**src/rtl/pong_controller.sv**
```systemverilog
// rtl/pong_controller.sv - game-flow FSM for the 8-LED Pong game
// Moves a one-hot ball across out[7:0] one step per Clk, checks paddles at each end, drives timer/counter strobes.
module pong_controller (
  input  logic       Clk,
  input  logic       Rst,
  input  logic       b,
  input  logic       p,
  input  logic       T5_in,
  output logic [7:0] out,
  output logic       T5_en,
  output logic       T20_en,
  output logic       Hit_ld,
  output logic       Hit_clr,
  output logic       Lvl_clr
);

  typedef enum logic [1:0] {
    IDLE   = 2'd0,
    MOVE_R = 2'd1,
    MOVE_L = 2'd2,
    MISS   = 2'd3
  } state_t;

  state_t     state_q, state_d;
  logic [7:0] out_q, out_d;
  logic       hit_ld_q, hit_ld_d;
  logic       t5_en_q, t5_en_d;
  logic       t20_en_q, t20_en_d;
  logic       clr_q, clr_d;

  always_comb begin
    state_d  = state_q;
    out_d    = out_q;
    hit_ld_d = 1'b0;
    case (state_q)
      IDLE: begin
        out_d = 8'h80;
        if (b) begin
          state_d = MOVE_R;
          out_d   = 8'h40;
        end
      end
      MOVE_R: begin
        // only p is looked at, and only while the ball sits at the right end
        if (out_q != 8'h01) begin
          out_d = out_q >> 1;
        end else if (p) begin
          out_d    = 8'h02;
          hit_ld_d = 1'b1;
          state_d  = MOVE_L;
        end else begin
          out_d   = 8'hFF;
          state_d = MISS;
        end
      end
      MOVE_L: begin
        if (out_q != 8'h80) begin
          out_d = out_q << 1;
        end else if (b) begin
          out_d    = 8'h40;
          hit_ld_d = 1'b1;
          state_d  = MOVE_R;
        end else begin
          out_d   = 8'hFF;
          state_d = MISS;
        end
      end
      MISS: begin
        out_d = 8'hFF;
        if (T5_in) begin
          state_d = IDLE;
          out_d   = 8'h80;
        end
      end
      default: begin
        state_d = IDLE;
        out_d   = 8'h80;
      end
    endcase

    // strobes are registered alongside the state they belong to
    t5_en_d  = (state_d == MISS);
    t20_en_d = (state_d == MOVE_R) || (state_d == MOVE_L);
    clr_d    = (state_d == IDLE);
  end

  always_ff @(posedge Clk) begin
    if (!Rst) begin
      state_q  <= IDLE;
      out_q    <= 8'h80;
      hit_ld_q <= 1'b0;
      t5_en_q  <= 1'b0;
      t20_en_q <= 1'b0;
      clr_q    <= 1'b1;
    end else begin
      state_q  <= state_d;
      out_q    <= out_d;
      hit_ld_q <= hit_ld_d;
      t5_en_q  <= t5_en_d;
      t20_en_q <= t20_en_d;
      clr_q    <= clr_d;
    end
  end

  assign out     = out_q;
  assign T5_en   = t5_en_q;
  assign T20_en  = t20_en_q;
  assign Hit_ld  = hit_ld_q;
  assign Hit_clr = clr_q;
  assign Lvl_clr = clr_q;

endmodule

```
**config.mk**
```make
export PLATFORM = sky130hd
export DESIGN_NAME = pong_controller
export DESIGN_NICKNAME = d
export VERILOG_FILES = /design/src/rtl/pong_controller.sv
export SDC_FILE = /design/constraint.sdc
export NUM_CORES = 1
export LEC_CHECK = 0
export ABC_CLOCK_PERIOD_IN_PS = 4560
export CAP_MARGIN = 30
export CORE_MARGIN = 3
export CORE_UTILIZATION = 45
export CTS_BUF_LIST = sky130_fd_sc_hd__clkbuf_8
export CTS_CLUSTER_DIAMETER = 40
export DETAILED_ROUTE_END_ITERATION = 10
export MAX_ROUTING_LAYER = met4
export PLACE_DENSITY = 0.79
export SYNTH_ARGS = -nofsm -noshare
export SYNTH_HDL_FRONTEND = slang
export SYNTH_SLANG_ARGS = --single-unit
```
**constraint.sdc**
```tcl
create_clock -name Clk -period 4.56 [get_ports Clk]
set_clock_uncertainty 0.05 [all_clocks]
set_input_delay 1.14 -clock Clk [delete_from_list [all_inputs] [get_ports Clk]]
set_output_delay 1.14 -clock Clk [all_outputs]
set_load 0.02 [all_outputs]
```
==> results of run 1 <==
state kept, by name, indices dropped and copies added (netlist names):
| name | cells |
|---|---|
| Hit_clr | 1 |
| Hit_ld | 1 |
| T20_en | 1 |
| T5_en | 1 |
| out | 8 |
| state_q | 2 |
per-layer routing:
metal	vias up	track usage (%)	part of all wire (%)
li1	358	-	-
met1	340	26.6	43
met2	62	26.9	44
met3	9	2.73	9.9
met4	0	12.7	3.2
met5	-	-	0
logic make-up after synthesis:
logic type	synth area share, %
simple gates	23.2
compound gates	26.1
flops	37.6
buf+inv	5.04
fa+ha+maj	6.72
mux	1.34
layout by cell type (no fill, tap or decap), types with 3 or more instances in the layout:
cell             Yosys  final
clkdlybuf4s50_1      0     17
dfxtp_1             14     14
nand2_1             10     10
o21ai_0              9      9
a31oi_1              7      7
inv_1                6      6
a21oi_1              4      4
ha_1                 4      4
clkbuf_8             0      4
nor2_1               3      3
area by class of cell:
cell class / instances / share of cell area (%)
Timing Repair Buffer: 17 / 17.5
Clock buffer: 4 / 5.65
Tap cell: 16 / 2.05
Sequential cell: 14 / 28.8
Multi-Input combinational cell: 65 / 43.8
Inverter: 6 / 2.31
tightest hold or removal path: cells and delay by family, from the launching register on:
kind,cells,cell delay [ns]
flip-flops,1,0.34
AO/OA/AOI/OAI,1,0.07
AND/OR/NAND/NOR,1,0.07
through the flow:
stage | instances | utilization, % | hold slack (ns) | power, uW
floorplan | 88 | - | 0.524 | 189
global placement | 118 | 60.3 | 0.464 | 214
detailed placement | 118 | 60.3 | 0.463 | 215
CTS | 122 | 64.0 | 0.476 | 335
global route | 122 | 64.0 | 0.532 | 347
finish | 122 | 64.0 | 0.478 | 336
power by group:
group	total, uW	switching, uW	internal [uW]
clock	120	43.8	76.5
combinational	78.6	44.7	33.9
sequential	137	6.28	131
total	336	94.7	241
how the worst min path moves through the flow:
stage / start / endpoint / slack [ns] / cells past startpoint
final: out[2] / out[3] / 0.48 / 2
after floorplan: out[4] / out[5] / 0.52 / 2
after CTS: out[4] / out[5] / 0.48 / 2
after detailed placement: out[4] / out[5] / 0.46 / 2
after global routing: out[1] / out[2] / 0.53 / 2
after global placement: out[4] / out[5] / 0.46 / 2
==> impl_metrics.py, run 1 <==
metrics = {
    "detailed_routing": {
        "antenna_left": 0,
        "routed_wl_um": 1870,
        "routedWlPerCell_um": 15.3,
        "firstDrtPassIters": 4,
        "viasPerCell": 6.30,
        "drt-initial-drc-count": 43,
        "route.detailed.drc": 0,
        "num_vias": 769,
    },
    "setup_path": {
        "critical_path_required_ns": 4.69,
        "reg2reg_depth": 6,
        "cp-endpoint": "T20_en",
        "rrSetupSlack_ns": 2.34,
        "critPathArrivalTime_ns": 2.75,
        "crit_type": "input pin to flip-flop",
        "r2r_end": "T20_en",
        "timing.rr.start": "state_q[1]",
        "endpoint_kind": "flip-flop",
        "cp-start-kind": "input pin",
        "path_buf_inv": 1,
        "critical_path.top_delay_family": "compound AO/OA/AOI/OAI gates",
        "crit_cells": 5,
        "critPathMaxFanout": 8,
        "crit_path_cell_trace": "clkdlybuf4s50_1 -> a31oi_1 -> nor4_1 -> o22ai_1 -> mux2i_1",
        "slowest_stage": "a31oi_1",
        "crit_start": "p",
        "cpPeakStageDelay_ns": 0.49,
    },
    "layout": {
        "regArea_sq_um": 280,
        "final_area_sq_um": 975,
        "drive_gt1_share_pct": 10.4,
        "syn2layout_area_growth_pct": 30.9,
        "nFillCells": 124,
        "nNetsFinal": 116,
        "multiInputGateArea_sq_um": 427,
        "n_antenna_cell": 0,
    },
    "synthesis": {
        "syn_area_sq_um": 744,
        "yosys-top-cells-area": "dfxtp_1, ha_1, o21ai_0",
        "synth_cell_type_count": 31,
        "synth-main-ff-cell": "dfxtp_1",
        "yosysTopAreaCell": "dfxtp_1",
        "yosysSeqAreaShare_pct": 37.6,
        "synth_commonest_cells": "dfxtp_1, nand2_1, o21ai_0, a31oi_1, inv_1",
        "syn-num-nets": 97,
        "async_reset_ff_share_pct": 0,
        "postSynthRegisterBits": 14,
        "yosys_warnings": 0,
        "postSynthCellCount": 88,
        "synth.avg_cell_area_sq_um": 8.46,
        "synth_most_common_cell": "dfxtp_1",
        "synth_top_area_share_pct": 37.6,
        "synth-edff-count": 0,
    },
    "sta": {
        "finalHoldViolCount": 0,
        "finalCritPeriodShare_pct": 57.4,
        "finalSetupViolCount": 0,
        "fmax_mhz": 382,
        "worst_pin_slew_ns": 0.630,
        "fin_ws_ns": 1.94,
        "rsz0062_at_grt": "false",
        "min_period_ns": 2.62,
        "slew_violations": 0,
        "fin_setup_tns_ns": 0,
        "slew_headroom_pct": 57.8,
    },
    "die": {
        "die_area_sq_mm": 0.00218,
        "die_h_um": 46.7,
        "coreArea_sq_mm": 0.00152,
        "start_util_pct": 48.9,
        "die_x_um": 46.7,
        "rows": 14,
        "num_io_pins": 18,
    },
    "clocking": {
        "h-tree-depth": 1,
        "cts-buffers-inserted": 3,
        "clockRootBuffer": "clkbuf_8",
        "clk_latency_ns": 0.24,
        "clkSlewWorstSetupHoldPaths_ns": 0.06,
        "ctsResizeCount": 0,
        "cts_buffer_depth": 2,
        "cts_tree": "done",
        "post-cts-setup-buffers": 0,
        "cts_hold_buffers": 0,
        "clock_sinks": 14,
    },
    "power": {
        "ir_drop_uv": 157,
        "power_density_mw_per_mm2": 344,
        "leakage_uw": 0.000354,
    },
    "place": {
        "placed_area_sq_um": 920,
        "pre_cts_ws_ns": 1.77,
        "dp_hpwl_um": 1280,
        "port_buffers": 17,
        "gp_congestion": 0.887,
    },
    "global_routing": {
        "antenna_found_initial": 0,
        "grt_overflow_total": 0,
        "grt_max_degree": 12,
        "grt_pass1_vias": 687,
        "grt_usage_pct": 19.7,
        "grt_pass1_wl_um": 2930,
    },
    "hold_path": {
        "min_path_type": "flip-flop to flip-flop",
    },
    "run": {
        "max-cap-violations": 0,
    },
    "run_status": {
        "status": "complete, no violations",
    },
}
Note: power is estimated with default switching activity, not from simulation.
==> inputs of run 2 (changes only) <==
Settings changed: ABC_CLOCK_PERIOD_IN_PS 4560 to 2200, PLACE_DENSITY 0.79 to 0.82.
Clock period 4.56 ns to 2.2 ns, I/O delays scaled along.
==> impl_metrics.py, run 2 (same netlist as run 1, synthesis figures left out) <==
metrics = {
    "place": {
        "dp_hpwl_um": 1390,
        "port_buffers": 17,
        "pre_cts_ws_ns": 0.163,
        "gp_congestion": 0.962,
    },
    "clocking": {
        "clock_sinks": 14,
        "clockRootBuffer": "clkbuf_8",
        "clk_latency_ns": 0.25,
        "post-cts-setup-buffers": 0,
        "h-tree-depth": 1,
        "clkSlewWorstSetupHoldPaths_ns": 0.06,
        "cts_hold_buffers": 0,
        "ctsResizeCount": 0,
        "cts-buffers-inserted": 3,
        "cts_tree": "done",
        "cts_buffer_depth": 2,
    },
    "detailed_routing": {
        "drt-initial-drc-count": 41,
        "routed_wl_um": 1870,
        "route.detailed.drc": 0,
        "antenna_left": 0,
        "viasPerCell": 6.04,
        "routedWlPerCell_um": 14.8,
        "num_vias": 761,
        "firstDrtPassIters": 4,
    },
    "setup_path": {
        "timing.rr.start": "out[1]",
        "r2r_end": "T20_en",
        "crit_path_cell_trace": "or4_4 -> o41ai_2 -> a211oi_1 -> or3b_1 -> mux2i_1",
        "critical_path.top_delay_family": "simple AND/OR/NAND/NOR gates",
        "critical_path_required_ns": 2.33,
        "cp-start-kind": "flip-flop",
        "path_buf_inv": 0,
        "rrSetupSlack_ns": 0.14,
        "critPathMaxFanout": 5,
        "slowest_stage": "or4_4",
        "critPathArrivalTime_ns": 2.19,
        "crit_type": "flip-flop to flip-flop",
        "reg2reg_depth": 5,
        "crit_start": "out[1]",
        "crit_cells": 5,
        "endpoint_kind": "flip-flop",
        "cpPeakStageDelay_ns": 0.58,
    },
    "power": {
        "total_power_uw": 704,
        "power_density_mw_per_mm2": 700,
        "leakage_uw": 0.000375,
        "ir_drop_uv": 567,
    },
    "layout": {
        "largest_reg_flops": 8,
        "drive_gt1_share_pct": 13.6,
        "nNetsFinal": 120,
        "n_antenna_cell": 0,
        "nFillCells": 129,
        "layout_commonest_cell": "clkdlybuf4s50_1",
        "layout_common_cells": "clkdlybuf4s50_1, dfxtp_1, nand2_1, o21ai_0, a31oi_1",
        "syn2layout_area_growth_pct": 35.0,
    },
    "sta": {
        "worst_pin_slew_ns": 0.511,
        "finalCritPeriodShare_pct": 93.7,
        "fin_ws_ns": 0.138,
        "fin_setup_tns_ns": 0,
        "finalHoldViolCount": 0,
        "slew_violations": 0,
        "slew_headroom_pct": 65.9,
        "fmax_mhz": 485,
        "min_period_ns": 2.06,
        "rsz0062_at_grt": "false",
        "finalSetupViolCount": 0,
    },
    "global_routing": {
        "grt_pass1_wl_um": 2930,
        "grt_usage_pct": 20.5,
        "grt_max_degree": 12,
        "grt_pass1_vias": 639,
        "grt_overflow_total": 0,
        "antenna_found_initial": 0,
    },
    "run_status": {
        "status": "complete, no violations",
    },
    "run": {
        "max-cap-violations": 0,
    },
    "die": {
        "die_h_um": 46.7,
        "rows": 14,
        "num_io_pins": 18,
        "die_x_um": 46.7,
        "start_util_pct": 48.9,
        "coreArea_sq_mm": 0.00152,
        "die_area_sq_mm": 0.00218,
    },
    "hold_path": {
        "min_path_type": "flip-flop to flip-flop",
        "min-delay-start": "out[1]",
        "holdPathStages": 2,
        "holdPathEnd": "out[2]",
    },
}
## run 2: per-stage QoR
| step | std cells | utilization (%) | instance area, sq um | hold slack, ns |
|---|---|---|---|---|
| after floorplan | 88 | - | 744 | 0.524 |
| after global placement | 122 | 62.3 | 950 | 0.460 |
| after detailed placement | 122 | 62.3 | 950 | 0.459 |
| after CTS | 126 | 65.9 | 1000 | 0.470 |
| after global routing | 126 | 65.9 | 1000 | 0.507 |
| final | 126 | 65.9 | 1000 | 0.472 |
## run 2: worst register-to-register path, delay by kind of cell (launching register included)
family | cells | cell delay, ns
AOI/OAI and AO/OA | 2 | 0.50
DFF | 1 | 0.34
and+or+nand+nor | 2 | 0.97
muxes | 1 | 0.12
## run 2: per-layer routing
layer | vias to the layer above | part of all wire (%) | track usage (%)
met5 | - | 0 | -
met4 | 0 | 2.8 | 11.6
met3 | 7 | 8.1 | 5.86
met2 | 40 | 48 | 30.5
met1 | 348 | 41 | 24.4
li1 | 366 | - | -
## run 2: how the worst max path moves through the flow
stage,endpoint,slack [ns]
2_1_floorplan,Hit_clr,0.20
3_3_place_gp,T20_en,0.17
3_5_place_dp,T20_en,0.16
4_1_cts,T20_en,0.14
5_1_grt,T20_en,0.06
6_report,T20_en,0.14
## run 2: area by class of cell
| cell class | count | area, sq um | area share (%) |
|---|---|---|---|
| sequential | 14 | 280 | 27.9 |
| clock buffer | 4 | 55.1 | 5.48 |
| multi-input combinational | 65 | 427 | 42.5 |
| inverter | 6 | 22.5 | 2.24 |
| timing repair buffer | 21 | 200 | 19.9 |
| tap | 16 | 20.0 | 1.99 |
## run 2: report_power, final
group	switching, uW	internal [uW]
logic	93.6	74.8
registers	13.3	271
clock network	92.8	159
total	200	504
